==> config.mk <==
export PLATFORM = sky130hd
export DESIGN_NAME = alu_4_bit
export DESIGN_NICKNAME = d
export VERILOG_FILES = /design/src/rtl/alu_4_bit.sv
export SDC_FILE = /design/constraint.sdc
export NUM_CORES = 1
export LEC_CHECK = 0
export ABC_AREA = 1
export CAP_MARGIN = 5
export CORE_MARGIN = 5
export CORE_UTILIZATION = 37
export DETAILED_ROUTE_END_ITERATION = 16
export GPL_ROUTABILITY_DRIVEN = 0
export PLACE_DENSITY = 0.74
export SLEW_MARGIN = 40
export SYNTH_ARGS = -nofsm -noshare
export SYNTH_HDL_FRONTEND = slang
export SYNTH_SLANG_ARGS = --single-unit
export TNS_END_PERCENT = 1
==> constraint.sdc <==
create_clock -name clk -period 0.8 [get_ports clk]
set_input_delay 0.12 -clock clk [delete_from_list [all_inputs] [get_ports clk]]
set_output_delay 0.12 -clock clk [all_outputs]
set_load 0.01 [all_outputs]
==> src/rtl/alu_4_bit.sv <==
// Registered 4-bit ALU (ADD/SUB/AND/OR) with optional status flags (macro ALU_4BIT_FLAGS_EN).
// Latency: 1 core clock from an accepted in_valid to out_valid/f/flags.
// Backpressure: none; one operation accepted every cycle, in_valid=0 holds f and flags.
module alu_4_bit (
  input  logic       clk,
  input  logic       rst_n,
  input  logic       in_valid,
  input  logic [3:0] a,
  input  logic [3:0] b,
  input  logic [1:0] op,
  output logic       out_valid,
  output logic [3:0] f,
  output logic       carry,
  output logic       zero,
  output logic       neg,
  output logic       ovf
);

  localparam logic [1:0] OP_ADD = 2'b00;
  localparam logic [1:0] OP_SUB = 2'b01;
  localparam logic [1:0] OP_AND = 2'b10;
  localparam logic [1:0] OP_OR  = 2'b11;

  logic [3:0] res_f;

`ifdef ALU_4BIT_FLAGS_EN
  logic [4:0] sum5;
  logic [4:0] diff5;
  logic       res_c;
  logic       res_v;

  // Combinational result plus carry/borrow and signed overflow; bit 4 of the
  // 5-bit difference is set exactly when a < b unsigned, i.e. the borrow.
  always_comb begin
    sum5  = {1'b0, a} + {1'b0, b};
    diff5 = {1'b0, a} - {1'b0, b};
    res_f = '0;
    res_c = 1'b0;
    res_v = 1'b0;
    case (op)
      OP_ADD: begin
        res_f = sum5[3:0];
        res_c = sum5[4];
        res_v = (a[3] == b[3]) && (sum5[3] != a[3]);
      end
      OP_SUB: begin
        res_f = diff5[3:0];
        res_c = diff5[4];
        res_v = (a[3] != b[3]) && (diff5[3] != a[3]);
      end
      OP_AND:  res_f = a & b;
      OP_OR:   res_f = a | b;
      default: res_f = '0;
    endcase
  end

  // Flag registers; reset reflects f=0, so zero comes up set.
  always_ff @(posedge clk or negedge rst_n) begin
    if (!rst_n) begin
      carry <= 1'b0;
      zero  <= 1'b1;
      neg   <= 1'b0;
      ovf   <= 1'b0;
    end else if (in_valid) begin
      carry <= res_c;
      zero  <= (res_f == 4'h0);
      neg   <= res_f[3];
      ovf   <= res_v;
    end
  end
`else
  // Combinational result only; flags are not built in this configuration.
  always_comb begin
    res_f = '0;
    case (op)
      OP_ADD:  res_f = a + b;
      OP_SUB:  res_f = a - b;
      OP_AND:  res_f = a & b;
      OP_OR:   res_f = a | b;
      default: res_f = '0;
    endcase
  end

  assign carry = 1'b0;
  assign zero  = 1'b0;
  assign neg   = 1'b0;
  assign ovf   = 1'b0;
`endif

  // Result register: captures only on accepted operations, otherwise holds.
  always_ff @(posedge clk or negedge rst_n) begin
    if (!rst_n) begin
      f <= 4'h0;
    end else if (in_valid) begin
      f <= res_f;
    end
  end

  // Valid pipeline: mirrors in_valid one cycle later.
  always_ff @(posedge clk or negedge rst_n) begin
    if (!rst_n) begin
      out_valid <= 1'b0;
    end else begin
      out_valid <= in_valid;
    end
  end

endmodule

==> results of run 1 <==
per-stage QoR:
step | cell area [sq um] | std cells | setup slack, ns | utilization | hold WS (ns)
2_1_floorplan | 577 | 77 | -0.560 | - | -0.176
3_3_place_gp | 901 | 127 | -1.26 | 0.684 | 0.353
3_5_place_dp | 901 | 127 | -1.31 | 0.684 | 0.363
4_1_cts | 933 | 133 | -0.611 | 0.708 | 0.110
5_1_grt | 957 | 132 | -0.665 | 0.726 | 0.124
6_report | 957 | 132 | -0.549 | 0.726 | 0.105
sequential cells by signal (all words and copies together), names as in the netlist:
register	count
out_valid	1
f	4
power by group through the flow:
stage,clock [uW],combinational (uW),sequential (uW)
4_1_cts,295,547,302
2_1_floorplan,0,224,321
3_3_place_gp,0,526,303
6_report,285,581,303
3_5_place_dp,0,547,306
5_1_grt,299,642,307
final cells by class:
class	instances	area, sq um
multi-input combinational	57	399
timing repair buffer	40	327
inverter	11	61.3
sequential	5	125
clock buffer	4	26.3
tap	15	18.8
fill	119	360
critical path, stage by stage:
cell     delay, ns
buf_12        0.09
inv_12        0.03
ha_4          0.14
a21oi_2       0.11
xor2_1        0.16
ha_1          0.28
nand2_1       0.10
nor2_2        0.04
nor2_2        0.12
inv_1         0.05
nand2_1       0.08
nand3_2       0.08
a21oi_2       0.13
kinds of logic (layout without fill, tap and decap cells):
group / Yosys count / in the layout / share of synthesized area
buf+inv: 15 / 55 / 0.136
other cells: 1 / 4 / 0.00714
fa+ha+maj: 7 / 7 / 0.181
simple gates: 29 / 29 / 0.243
xor+xnor: 2 / 2 / 0.0333
flops: 5 / 5 / 0.238
compound gates: 15 / 15 / 0.162
what timing repair did:
item | in CTS | in global routing
pin swaps | 17 | 10
gates cloned | 0 | 0
resized for setup | 42 | 14
setup endpoints to repair | 9 | 9
setup buffers | 2 | 0
worst max path at each step:
| stage | endpoint | startpoint | depth (start not counted) |
|---|---|---|---|
| after floorplan | f[3] | b[1] | 12 |
| after global placement | f[3] | b[1] | 14 |
| after detailed placement | f[3] | b[0] | 13 |
| after CTS | f[3] | b[1] | 14 |
| after global routing | f[3] | b[0] | 13 |
| final | f[3] | b[1] | 13 |
per-layer routing:
layer	vias to the layer above	track usage
met3	8	0.0188
met5	-	0
met2	21	0.317
li1	318	-
met4	0	0.140
met1	279	0.121
cells in the final DEF (no fill, tap or decap), drive strengths merged:
cell,instances
buf,30
nor2,13
nand2,13
inv,11
a21oi,8
clkdlybuf4s50,6
ha,6
clkbuf,6
dfrtp,5
conb,4
o21ai,4
nand3,3
a31oi,2
dlygate4sd2,2
xor2,1
a221oi,1
xnor2,1
fa,1
==> results by group, run 1 <==
Run status
  – Run status: finished with violations
  – Failing checks: setup timing

Floorplan
  – Initial Util: 0.399
  – Die width: 47.7 um
  – Chip height: 47.7 um
  – Area of the core: 1320 sq um
  – Cell Rows: 13
  – Die area: 2270 sq um
  – Io pins: 22

Place
  – Port-buffer cells: 17
  – DP HPWL: 1.24 mm

Setup path
  – Reg2Reg Setup Slack: 0.02 ns
  – Reg2Reg Depth: 3
  – R2R Path End: f[1]
  – Worst EP arrival: 1.52 ns
  – CP required: 0.97 ns
  – Crit start category: input pin
  – Setup CP Type: input pin to register
  – CP max FO: 3
  – Crit Reg-Reg Startpoint: f[1]
  – Critical Path Sink Type: register

Drt
  – Met2 Routed Length: 880 um
  – DR iter-0 viols: 4
  – Met3 WL: 109 um
  – Drt wl/cell: 11.6 um
  – DR vias/cell: 4.74
  – Post-route antenna net violation count: 0
  – Top sig layer: met4
  – # DRC: 0
  – DRT Pass-1 Iters: 4
  – Vias: 626
  – WL final: 1.53 mm
  – WL met1: 471 um

Power
  – Lkg Pwr: 0.000491 uW
  – Power share of the sequential group: 0.259
  – Clock power frac: 0.244
  – Pint: 782 uW
  – Sw Ratio: 0.331
  – Overall power: 1170 uW
  – Pwr/cell area: 1220 nW/um^2
  – Net Switching: 387 uW
  – Combinational power share: 0.497
  – Maximum VDD drop: 511 uV

CTS
  – # hold bufs at CTS: 0
  – TritonCTS Buffers: 3
  – Htree depth: 1
  – Clk slew on worst S/H paths: 0.04 ns
  – Clk buf depth: 2
  – CTS tree: done
  – Clk Latency, worst-skew pair: 0.24 ns
  – Clock sink count: 5
  – Clock root buffer: clkbuf_4

Synth
  – Async S/R FF share, synth: 1.00
  – Post-Syn Area per Cell: 7.10 sq um
  – Post-synth top cells: nor2_1, inv_1, nand2_1
  – Area contributors post-synth: dfrtp_1, ha_1, nor2_1, inv_1, a21oi_1
  – Most frequent cell after synthesis: nor2_1
  – Flops & latches, synth: 5
  – Number of enable flip-flop cells after synthesis: 0
  – Synth Flop Type: dfrtp_1
  – Seq/Total Area, Yosys: 0.238
  – Gate Count Post-Synth: 74
  – Yosys synthesis warning count: 0
  – Cell area after synthesis: 526 sq um
  – Yosys top cell by area: dfrtp_1
  – Synth top area share: 0.238
  – Yosys cell types: 20

Global routing
  – Largest net degree at the start of global routing: 6
  – Tot GR Track Use: 0.156
  – Initial antenna violation count: 0
  – Vias in the first global route: 677
  – Global-route wire length before repair: 2.44 mm
  – Total grt overflow: 0

Flow run
  – # Max-Cap Violations: 0

Final layout
  – P&R area growth vs syn: 82.1%
  – Layout Nets: 138
  – Share of layout cells above drive strength 1: 0.487
  – Antenna fix cells: 0

Hold path
  – Hold/Removal Path Class: input pin to asynchronous set/reset pin

STA
  – Unrepaired setup endpoints after global routing: yes
  – Final hold viol count: 0
  – Final worst slack: -0.549 ns
  – Post-route minimum period: 1.35 ns
  – FMAX: 0.741 GHz
  – Worst clock skew: 0 ns
  – Final setup fails: 9
  – Crit share post-route: 1.69
  – Final Max Tran Viols: 0
  – Sum of negative setup slack: -2.01 ns
Note: power is estimated with default switching activity, not from simulation.
==> run 2: changes to the inputs <==
--- a/config.mk
+++ b/config.mk
@@ -5,14 +5,14 @@
 export SDC_FILE = /design/constraint.sdc
 export NUM_CORES = 1
 export LEC_CHECK = 0
-export ABC_AREA = 1
+export ABC_AREA = 0
 export CAP_MARGIN = 5
 export CORE_MARGIN = 5
 export CORE_UTILIZATION = 37
 export DETAILED_ROUTE_END_ITERATION = 16
 export GPL_ROUTABILITY_DRIVEN = 0
 export PLACE_DENSITY = 0.74
-export SLEW_MARGIN = 40
+export SLEW_MARGIN = 25
 export SYNTH_ARGS = -nofsm -noshare
 export SYNTH_HDL_FRONTEND = slang
 export SYNTH_SLANG_ARGS = --single-unit
==> run 2 against run 1 <==
  * The flow still finishes with violations (setup timing)
  * Core utilization down 5.3 points
  * Via count down 16%
  * Sequential power up 1%
  * Maximum frequency down 1.0%
  * Critical path depth down 4
  * Global-route usage down 4.0 points
  * Flip-flop and latch count unchanged
  * Cell area down 6.1%
  * Register-to-register slack worse by 0.07 ns
  * Setup slack worse by 0.014 ns
  * Total power down 6.2%
  * Clock skew unchanged
  * Largest cell class unchanged
  * Highest routed layer is now met3
==> results by group, run 2 <==
Drt
  – Met2 Routed Length: 632 um
  – Vias: 528
  – DR iter-0 viols: 7
  – DR vias/cell: 4.93
  – Top sig layer: met3
  – DRT Pass-1 Iters: 4
  – Post-route antenna net violation count: 0
  – Drt wl/cell: 11.8 um
  – WL final: 1.27 mm
  – Met3 WL: 120 um
  – WL met1: 513 um
  – # DRC: 0

CTS
  – CTS tree: done
  – Clk buf depth: 2
  – Htree depth: 1
  – TritonCTS Buffers: 3
  – Clk slew on worst S/H paths: 0.04 ns
  – # hold bufs at CTS: 0
  – Clock sink count: 5
  – Clk Latency, worst-skew pair: 0.24 ns
  – Clock root buffer: clkbuf_4

Final layout
  – Max FFs per register: 4
  – P&R area growth vs syn: 68.9%
  – Non-Filler Instances: 107
  – Fillers: 122
  – Register bank with the most flops: f
  – Largest regs: f: 4 flops, out_valid: 1 flops
  – Commonest cells after routing, fill and taps aside: buf_4, buf_6, dfrtp_1, buf_2, conb_1
  – Share of layout cells above drive strength 1: 0.489
  – Commonest non-fill, non-tap cell in the layout: buf_4
  – Post-layout util: 0.674
  – Layout Nets: 113
  – Antenna fix cells: 0
  – Post-route cell area: 898 sq um

Synth
  – Cell area after synthesis: 532 sq um
  – Flops & latches, synth: 5
  – Synth Flop Type: dfrtp_1
  – Synth top area share: 0.235
  – Yosys synthesis warning count: 0
  – Post-synth top cells: ha_1, inv_1, dfrtp_1
  – Area contributors post-synth: dfrtp_1, ha_1, mux2i_1, buf_4, inv_1
  – Async S/R FF share, synth: 1.00
  – Number of enable flip-flop cells after synthesis: 0
  – Yosys top cell by area: dfrtp_1
  – Post-Syn Area per Cell: 9.33 sq um
  – Gate Count Post-Synth: 57
  – Yosys cell types: 27
  – Seq/Total Area, Yosys: 0.235

STA
  – Worst clock skew: 0 ns
  – Final Max Tran Viols: 0
  – FMAX: 0.734 GHz
  – Crit share post-route: 1.70
  – Final hold viol count: 0
  – Post-route minimum period: 1.36 ns
  – Final setup fails: 9
  – Final worst slack: -0.563 ns
  – Unrepaired setup endpoints after global routing: yes

Floorplan
  – Cell Rows: 13
  – Io pins: 22
  – Die area: 2300 sq um
  – Initial Util: 0.399
  – Die width: 47.9 um
  – Chip height: 47.9 um
  – Area of the core: 1330 sq um

Power
  – Maximum VDD drop: 495 uV
  – Pwr/cell area: 1220 nW/um^2
  – Lkg Pwr: 0.000437 uW

Setup path
  – Largest stage delay, worst path: 0.25 ns
  – Worst EP arrival: 1.48 ns
  – Critical path, cell by cell: buf_6 > inv_4 > ha_4 > mux2i_4 > ha_1 > nor2b_4 > o21a_1 > o2111ai_1 > nand3b_1
  – Family with the most delay on the worst path: adder cells
  – Reg2Reg Depth: 3
  – Crit path depth: 9
  – Crit start category: input pin
  – WP buf/inv: 2
  – Setup CP Type: input pin to register
  – CP max FO: 2
  – CP required: 0.91 ns
  – Crit-path slowest cell: ha_1
  – Critical Path Sink Type: register

Global routing
  – Vias in the first global route: 503
  – Initial antenna violation count: 0
  – Global-route wire length before repair: 1.88 mm
  – Largest net degree at the start of global routing: 9
  – Total grt overflow: 0
  – Tot GR Track Use: 0.115

Place
  – Placed insts: 102
  – Port-buffer cells: 17
  – Area post-placement: 811 sq um
  – DP HPWL: 953 um

Flow run
  – # Max-Cap Violations: 0

Hold path
  – Hold/Removal Path Class: input pin to asynchronous set/reset pin

Run status
  – Run status: finished with violations
  – Failing checks: setup timing
==> run 2: cell types whose count changed after synthesis, moves of 2 or more <==
| cell | change |
|---|---|
| nor2_1 | -9 |
| nand2_2 | -3 |
| a21oi_1 | -4 |
| nand3_1 | -3 |
| mux2i_1 | +3 |
| inv_1 | -4 |
| nor2b_1 | +3 |
| maj3_1 | +2 |
| nand2_1 | -9 |
==> run 2: per-stage QoR <==
stage               hold slack, ns  total power (uW)  setup slack, ns  TNS, ns
detailed placement           0.356               787            -1.32    -5.64
global route                 0.105              1180           -0.615    -2.31
global placement             0.357               777            -1.28    -5.46
finish                      0.0989              1100           -0.563    -1.94
CTS                         0.0969              1060           -0.589    -2.26
floorplan                   -0.176               548           -0.776    -2.11
==> run 2: timing repair <==
action | 4_1_cts | 5_1_grt
endpoints found under the setup margin | 9 | 9
setup buffers | 1 | 0
gates resized for setup | 50 | 17
pin swaps | 9 | 7
==> run 2: path summary, 6_finish.rpt <==
path	startpoint	end	slack, ns
min in group clk	op[1]	f[3]	0.32
max in group asynchronous	rst_n	out_valid	0.51
min	rst_n	f[1]	0.1
min reg2reg	f[0]	f[0]	0.50
max reg2reg	f[3]	f[3]	-0.05
max	b[0]	f[3]	-0.56
==> run 2: area by class of cell <==
type                       count  area, sq um  share of cell area
multi-input combinational     43          414               0.461
timing repair buffer          34          289               0.322
sequential                     5          125               0.139
clock buffer                   4         26.3              0.0292
inverter                       6         25.0              0.0279
tap                           15         18.8              0.0209
==> run 2: logic make-up after synthesis <==
| family | synth area share |
|---|---|
| flops | 0.235 |
| xor+xnor | 0.0494 |
| other cells | 0.00705 |
| mux | 0.0776 |
| simple gates | 0.146 |
| fa+ha+maj | 0.216 |
| buf+inv | 0.127 |
| compound gates | 0.141 |
==> run 2: power by group <==
group / internal (uW) / leakage (uW) / switching [uW]
Combinational: 286 / 0.000364 / 214
Clock: 188 / 0.0000150 / 101
Sequential: 291 / 0.0000585 / 16.4
==> run 2: layer usage <==
metal | up-vias | GRT usage
met4 | 0 | 0.0645
met3 | 0 | 0.0113
met2 | 21 | 0.206
li1 | 258 | -
met1 | 249 | 0.132
met5 | - | 0
==> run 3: changes to the inputs <==
--- a/config.mk
+++ b/config.mk
@@ -12,6 +12,7 @@
 export DETAILED_ROUTE_END_ITERATION = 16
 export GPL_ROUTABILITY_DRIVEN = 0
 export PLACE_DENSITY = 0.74
+export SKIP_LAST_GASP = 1
 export SLEW_MARGIN = 25
 export SYNTH_ARGS = -nofsm -noshare
 export SYNTH_HDL_FRONTEND = slang
==> run 3 against run 2 <==
  * The run still ends with setup timing left
  * Cell count did not move
  * Setup slack better by 0.0061 ns
  * Global-route usage did not move
  * Clock power hardly changed
  * Total power is 1.1% higher
  * Register-to-register slack about the same
  * First-iteration DRC count is 57% lower
  * Cell area stayed put
  * Maximum frequency rose by 0.45%
  * Flip-flop and latch count is the same
  * Critical path type unchanged
  * Non-clock buffer count did not move
  * Critical endpoint unchanged
  * Worst hold slack hardly changed
==> results by group, run 3 (synthesis gave the netlist of run 2 again) <==
Final layout
  – P&R area growth vs syn: 68.9%
  – Fillers: 116
  – Commonest cells after routing, fill and taps aside: buf_4, clkdlybuf4s50_1, dfrtp_1
  – Commonest non-fill, non-tap cell in the layout: buf_4
  – Largest regs: f: 4 flops, out_valid: 1 flops
  – Multi-input gate area: 395 sq um
  – Antenna fix cells: 0
  – Max FFs per register: 4
  – Post-route cell area: 898 sq um
  – Register bank with the most flops: f
  – Share of layout cells above drive strength 1: 0.391
  – Layout Nets: 113
  – Seq. cell area: 125 sq um
  – Post-layout util: 0.674

Run status
  – Run status: finished with violations
  – Failing checks: setup timing

Setup path
  – Critical Path Sink Type: register
  – CP max FO: 2
  – Reg2Reg Setup Slack: -0.05 ns
  – Crit start category: input pin
  – Crit Reg-Reg Startpoint: f[3]
  – Reg2Reg Depth: 3
  – CP required: 0.91 ns
  – Worst EP arrival: 1.47 ns
  – R2R Path End: f[3]
  – Setup CP Type: input pin to register
  – Critical path capture point: f[3]
  – CP startpoint: b[0]

Floorplan
  – Area of the core: 1330 sq um
  – Initial Util: 0.399
  – Io pins: 22
  – Die width: 47.9 um
  – Die area: 2300 sq um
  – Chip height: 47.9 um
  – Cell Rows: 13

Drt
  – Post-route antenna net violation count: 0
  – DR vias/cell: 4.83
  – Vias: 517
  – # DRC: 0
  – DRT Pass-1 Iters: 4
  – Drt wl/cell: 11.0 um
  – DR iter-0 viols: 3
  – WL final: 1.18 mm

Place
  – DP HPWL: 953 um
  – Area post-placement: 811 sq um
  – Port-buffer cells: 17
  – Dpl ws: -1.32 ns

Hold path
  – Hold/Removal Path Class: input pin to asynchronous set/reset pin

CTS
  – TritonCTS Buffers: 3
  – Clk buf depth: 2
  – Clock root buffer: clkbuf_4
  – Htree depth: 1
  – Clk slew on worst S/H paths: 0.04 ns
  – CTS tree: done
  – Clock sink count: 5
  – Clk Latency, worst-skew pair: 0.24 ns
  – # hold bufs at CTS: 0

STA
  – Crit share post-route: 1.70
  – Post-route minimum period: 1.36 ns
  – Unrepaired setup endpoints after global routing: yes
  – Final worst slack: -0.557 ns
  – Worst clock skew: 0 ns
  – Final setup fails: 9
  – Final Max Tran Viols: 0
  – Final hold viol count: 0
  – FMAX: 0.737 GHz

Power
  – Clock power frac: 0.261
  – Power share of the sequential group: 0.277
  – Pint: 787 uW
  – Sw Ratio: 0.290
  – Lkg Pwr: 0.000438 uW
  – Combinational power share: 0.462
  – Maximum VDD drop: 505 uV
  – Net Switching: 322 uW
  – Pwr/cell area: 1230 nW/um^2

Global routing
  – Total grt overflow: 0
  – Tot GR Track Use: 0.115
  – Vias in the first global route: 503
  – Largest net degree at the start of global routing: 9
  – Global-route wire length before repair: 1.88 mm
  – Initial antenna violation count: 0

Flow run
  – # Max-Cap Violations: 0
run 3: cell types whose count changed in the layout (fill, tap and decap cells not counted), sizes merged:
cell / before / now
buf: 27 / 21
dlymetal6s2s: 2 / 3
clkdlybuf4s50: 3 / 8
run 3: worst min path at each step:
stage	from	to	slack, ns	depth (start not counted)
after floorplan	rst_n	f[0]	-0.18	0
after global placement	rst_n	f[2]	0.36	1
after detailed placement	rst_n	f[1]	0.36	1
after CTS	rst_n	f[0]	0.1	1
after global routing	rst_n	f[0]	0.11	1
final	rst_n	f[1]	0.1	1
run 3: layer usage:
layer	GRT usage	vias to the layer above	routed length (um)
met5	0	-	0
met4	0.0645	0	0
met3	0.0113	0	120
met2	0.206	23	591
met1	0.132	236	467
li1	-	258	-
run 3: worst max-delay path, stage by stage:
cell       delay [ns]
buf_6            0.10
inv_4            0.05
ha_4             0.20
mux2i_4          0.15
ha_1             0.25
nor2b_4          0.12
o21a_1           0.20
o2111ai_1        0.18
nand3b_1         0.09
run 3: final cells by class:
type                    instances  area share
flip-flops and latches          5       0.139
well taps                      15      0.0209
inverters                       6      0.0279
repair buffers                 34       0.343
multi-input cells              43       0.440
clock buffers                   4      0.0292
run 3: power by group through the flow:
stage / clock network [uW] / registers, uW / logic, uW
2_1_floorplan: 0 / 330 / 219
3_3_place_gp: 0 / 310 / 467
3_5_place_dp: 0 / 311 / 475
4_1_cts: 304 / 308 / 487
5_1_grt: 321 / 310 / 566
6_report: 290 / 308 / 512
run 3: through the flow:
| stage | power, uW | hold WS [ns] | TNS (ns) | cells |
|---|---|---|---|---|
| 6_report | 1110 | 0.0984 | -4.04 | 107 |
| 5_1_grt | 1200 | 0.105 | -4.48 | 107 |
| 4_1_cts | 1100 | 0.0969 | -4.16 | 107 |
| 3_5_place_dp | 787 | 0.356 | -5.64 | 102 |
| 3_3_place_gp | 777 | 0.357 | -5.46 | 102 |
| 2_1_floorplan | 548 | -0.176 | -2.11 | 60 |
run 3: repair_timing:
action	4_1_cts	5_1_grt
pin swaps	6	4
setup buffers	1	0
endpoints found under the setup margin	9	9
gates resized for setup	27	10
